===== src/rtl/npu_out_serializer.sv =====
// npu_out_serializer
// Buffers wide NPU result entries (MAC_OUT_NUM lanes) in a small FIFO and
// streams each entry out as two half-width beats under valid/ready
// handshaking. Entries that arrive while the FIFO is full are dropped and
// flagged through a sticky overflow bit.
module npu_out_serializer #(
    parameter int MAC_OUT_NUM = 18,
    parameter int DATA_WIDTH  = 8,
    parameter int OUT_LANES   = 9,
    parameter int FIFO_DEPTH  = 4
) (
    input  logic                              clk,
    input  logic                              rst,
    input  logic [MAC_OUT_NUM*DATA_WIDTH-1:0] in_data,
    input  logic                              in_valid,
    output logic [OUT_LANES*DATA_WIDTH-1:0]   out_data,
    output logic                              out_valid,
    input  logic                              out_ready,
    output logic                              out_last,
    output logic [$clog2(FIFO_DEPTH):0]       level,
    output logic                              overflow,
    input  logic                              ovf_clr,
    output logic [15:0]                       entry_cnt
);

    localparam int IN_W   = MAC_OUT_NUM * DATA_WIDTH;
    localparam int BEAT_W = OUT_LANES * DATA_WIDTH;
    localparam int PTR_W  = $clog2(FIFO_DEPTH);
    localparam int LVL_W  = PTR_W + 1;
    localparam logic [LVL_W-1:0] FULL_LVL = LVL_W'(FIFO_DEPTH);
    localparam logic [LVL_W-1:0] ONE_LVL  = LVL_W'(1);

    logic [IN_W-1:0]  mem [FIFO_DEPTH];
    logic [PTR_W-1:0] wr_ptr;
    logic [PTR_W-1:0] rd_ptr;
    logic             sel;
    logic [IN_W-1:0]  head;
    logic             full;
    logic             accept;
    logic             pop;
    logic             push;
    logic             drop;

    // Handshake qualifiers; out_valid depends only on the level register.
    assign out_valid = (level != '0);
    assign full      = (level == FULL_LVL);
    assign accept    = out_valid && out_ready;
    assign pop       = accept && sel;
    // A full FIFO still accepts when the head leaves in the same cycle.
    assign push      = in_valid && (!full || pop);
    assign drop      = in_valid && full && !pop;
    // sel is 0 whenever the FIFO is empty, so it doubles as out_last.
    assign out_last  = sel;

    // Output beat mux: selects half of the head entry, zero when idle.
    always_comb begin
        // NOTE: every signal gets a default first so no path leaves it unassigned, which would infer a latch.
        head     = mem[rd_ptr];
        out_data = '0;
        if (out_valid) begin
            out_data = sel ? head[IN_W-1:BEAT_W] : head[BEAT_W-1:0];
        end
    end

    // Entry storage: written on every accepted push.
    // NOTE: the storage array is deliberately left out of reset; pointers and level decide what is live.
    always_ff @(posedge clk) begin
        if (push && !rst) begin
            mem[wr_ptr] <= in_data;
        end
    end

    // Pointers, level, beat select, overflow flag and transmitted-entry counter.
    always_ff @(posedge clk or posedge rst) begin
        if (rst) begin
            // NOTE: sequential state uses non-blocking assignments so all registers update together at the edge.
            wr_ptr    <= '0;
            rd_ptr    <= '0;
            level     <= '0;
            sel       <= 1'b0;
            overflow  <= 1'b0;
            entry_cnt <= '0;
        end else begin
            if (push) begin
                wr_ptr <= wr_ptr + PTR_W'(1);
            end
            if (pop) begin
                rd_ptr    <= rd_ptr + PTR_W'(1);
                entry_cnt <= entry_cnt + 16'd1;
            end
            case ({push, pop})
                2'b10:   level <= level + ONE_LVL;
                2'b01:   level <= level - ONE_LVL;
                default: level <= level;
            endcase
            if (accept) begin
                sel <= ~sel;
            end
            // A drop in the same cycle wins over a clear request.
            if (drop) begin
                overflow <= 1'b1;
            end else if (ovf_clr) begin
                overflow <= 1'b0;
            end
        end
    end

endmodule


===== config.mk =====
export PLATFORM = sky130hd
export DESIGN_NAME = npu_out_serializer
export DESIGN_NICKNAME = d
export VERILOG_FILES = /design/src/rtl/npu_out_serializer.sv
export SDC_FILE = /design/constraint.sdc
export NUM_CORES = 1
export LEC_CHECK = 0
export ABC_AREA = 1
export BUFFER_PORTS_ARGS = -buffer_cell sky130_fd_sc_hd__buf_2
export CAP_MARGIN = 20
export CORE_MARGIN = 1.5
export CORE_UTILIZATION = 63
export CTS_CLUSTER_DIAMETER = 120
export DETAILED_ROUTE_END_ITERATION = 10
export GPL_TIMING_DRIVEN = 0
export PLACE_DENSITY = 0.84
export SLEW_MARGIN = 20
export SYNTH_ARGS = -nofsm -noshare
export SYNTH_HDL_FRONTEND = slang
export SYNTH_SLANG_ARGS = --single-unit

===== constraint.sdc =====
create_clock -name clk -period 14.2 [get_ports clk]
set_input_delay 2.13 -clock clk [delete_from_list [all_inputs] [get_ports clk]]
set_output_delay 2.13 -clock clk [all_outputs]
set_load 0.01 [all_outputs]

==> flow_summary_export.csv <==
group,metric,value,unit
run_status,status,"complete, no violations",
global_routing,grt_use_met2,53.8,%
routing,firstDrtPassIters,5,
clock_network,path_clk_slew,0.06,ns
sta,setup_slack,9.12,ns
synth,synthTopCellsByArea,"edfxtp_1 72%, nor2_1 8.3%, o21ai_0 4.7%",
routing,post_drt_wl_per_cell,22.9,µm
global_routing,grt_max_degree,27,
die,dieArea,39200,µm²
sta,fin_crit,5.08,ns
routing,dr.first_iter.drc_count,1944,
synth,synth_adder_area_share,0.345,%
setup_path,required,12.07,ns
hold_path,min_from,"entry_cnt[7]",
clock_network,h-tree-depth,2,
sta,slew_violations,0,
setup_path,startpoint,"rd_ptr[1]",
final_layout,register_area,17900,µm²
placement,place_ws,8.86,ns
routing,routed_via_density,6.09,
final_layout,finalInstanceArea,28600,µm²
placement,dpl_cell_area,26600,µm²
global_routing,antenna_found_initial,23,
global_routing,grt_util_met1,41.0,%
synth,seq_area_frac_synth,74.8,%
routing,vias,17000,
die,row_count,71,
final_layout,drive_gt1_share,18.5,%
clock_network,clk_path_buf_depth,3,
routing,drc,0,
sta,rsz0062_at_grt,"no",
die,initial_core_util,63.8,%
synth,ys_ff_latch,601,
synth,synth_cell_types,26,
clock_network,cts_repair_resize_count,0,
final_layout,areaGrowthSynthToFinish,19.1,%
global_routing,grt_pass1_wl,93.5,mm
synth,yosysTopAreaCellShare,72.2,%
clock_network,cts_tree,"yes",
setup_path,worstSetupPathType,"register to output port",
setup_path,arrival,2.95,ns
clock_network,cts_buffers,57,
placement,io_buffers,242,
sta,final.setup_skew,0.0216,ns
pwr,p_total,0.00616,W
synth,async_flop_share,4.16,%
clock_network,clock-sinks,601,
synth,synth-xor-area-share,0.585,%
die,core-area,37600,µm²
synth,ys_warn_count,0,
pwr,leakagePower,10.3,nW
synth,synthesis.nets,2035,
synth,synthSimpleGateAreaFrac,10.6,%
sta,finalCritPeriodShare,35.8,%
setup_path,crit_path_max_fanout,10,
sta,fmax,197,MHz
clock_network,postCtsHoldBufs,0,
global_routing,grt_pass1_vias,16700,
final_layout,layout.nets,2368,
clock_network,insertion_delay,0.61,ns
global_routing,grt_overflow_total,0,
synth,yosysTopAreaCell,"edfxtp_1",
synth,synthesis.area,24000,µm²
placement,place.gp.congestion,0.857,
synth,synth_mux_area_share,0,%
final_layout,fill_cells,2173,
clock_network,root_buffer,"clkbuf_16",
synth,synth_compound_area_share,10.3,%
die,die_h,198,µm
clock_network,postCtsSetupRepairBufs,0,
setup_path,timing.rr.start,"level[0]",
sta,fin_tns_setup,0,ns
flow_run,maxCapViolCount,0,
setup_path,end_kind,"output port",
synth,synth-main-ff-cell,"edfxtp_1",
routing,wl,63.7,mm
pwr,ir_drop,155,µV
global_routing,grtUsageMet3,6.54,%
synth,synth_top_family_by_area,"simple AND/OR/NAND/NOR gates",
synth,syn_avg_cell_area,12.7,µm²
pwr,cellPowerDensity,216,nW/µm²
placement,dp_hpwl,40.6,mm
global_routing,grtUsageTotal,32.1,%
sta,maxSlewHeadroom,36.7,%
die,ios,243,
sta,hold-worst-slack,0.526,ns
sta,setup_viol,0,
setup_path,critPathLaunchType,"register",
sta,tightest_slew,0.950,ns
die,die_x,198,µm
global_routing,busiest_layer,"met2",
synth,synth-edff-count,576,
synth,syn_inst,1880,
hold_path,min_path_type,"register to register",
sta,finalHoldViolations,0,
final_layout,multiInputGateArea,5270,µm²
routing,final_antenna_net_count,0,
-- layer usage --
layer | wire length [µm] | vias to the layer above
met5 | 134 | -
met4 | 2300 | 18
met3 | 6420 | 183
met2 | 31700 | 1103
met1 | 23200 | 8193
li1 | - | 7468
-- worst max-delay path, cell delays in order (launching register included) --
cell and delay [ns]:
dfrtp_1 0.39, buf_2 0.25, inv_2 0.34, clkbuf_1 0.49, o21ai_0 0.19, o22ai_1 0.28
nor2_1 0.07, nor2_1 0.16, buf_2 0.16
-- cells by family (layout without fill, tap and decap cells) --
| family | after synthesis | count (layout) |
|---|---|---|
| buf+inv | 147 | 522 |
| simple gates | 669 | 669 |
| fa+ha+maj | 6 | 6 |
| xor+xnor | 16 | 16 |
| compound gates | 441 | 441 |
| flops | 601 | 601 |
| other cells | 0 | 20 |
-- placed cells by master, fill, tap and decap left out, drive strengths merged, types with 4 or more instances in the layout --
| master | Yosys | layout |
|---|---|---|
| buf | 64 | 338 |
| bufinv | 0 | 8 |
| clkbuf | 57 | 125 |
| clkinv | 0 | 20 |
| dfrtp | 25 | 25 |
| diode | 0 | 20 |
| edfxtp | 576 | 576 |
| ha | 5 | 5 |
| inv | 26 | 28 |
| nand2 | 124 | 124 |
| nand3 | 9 | 9 |
| nor2 | 533 | 533 |
| o211ai | 72 | 72 |
| o21ai | 295 | 295 |
| o22ai | 72 | 72 |
| xnor2 | 4 | 4 |
| xor2 | 12 | 12 |
-- cells in the mapped netlist, types with 18 or more instances --
master	instances
buf_2	18
o211ai_1	72
nand2_1	124
o21ai_0	224
dfrtp_1	25
o21ai_1	71
inv_1	23
edfxtp_1	576
o22ai_1	72
buf_6	21
nor2_1	532
clkbuf_1	56
-- metrics by stage --
step / util (%) / cells
6_report: 76.0 / 2786
5_1_grt: 75.9 / 2776
4_1_cts: 75.8 / 2765
3_5_place_dp: 70.9 / 2664
3_3_place_gp: 68.7 / 2633
2_1_floorplan: - / 1880
-- layout make-up --
class | instances | area share [%]
Antenna cell | 20 | 0.175
Inverter | 26 | 0.342
Clock buffer | 68 | 5.14
Sequential cell | 601 | 62.8
Buffer | 121 | 2.48
Tap cell | 511 | 2.24
Multi-Input combinational cell | 1132 | 18.4
Clock inverter | 33 | 1.31
Timing Repair Buffer | 274 | 7.09
-- where the power goes --
group,leakage (nW),internal (W),switching (W)
logic,3.84,0.000788,0.00164
registers,5.55,0.00215,0.0000638
clock network,0.898,0.000880,0.000640
-- registers in the layout (all words and copies together) (netlist names) --
name	count
mem	576
rd_ptr	2
out_last	1
overflow	1
level	3
wr_ptr	2
entry_cnt	16
-- final timing paths --
path / end / slack (ns) / cells past startpoint
max in group asynchronous: wr_ptr[1] / 12.28 / 2
max: out_data[19] / 9.12 / 8
min reg2reg: entry_cnt[7] / 0.53 / 1
min: entry_cnt[7] / 0.53 / 1
max reg2reg: mem[2][102] / 10.87 / 12
min in group asynchronous: entry_cnt[6] / 1.56 / 2
No activity file was read; power rests on OpenSTA's default activity.
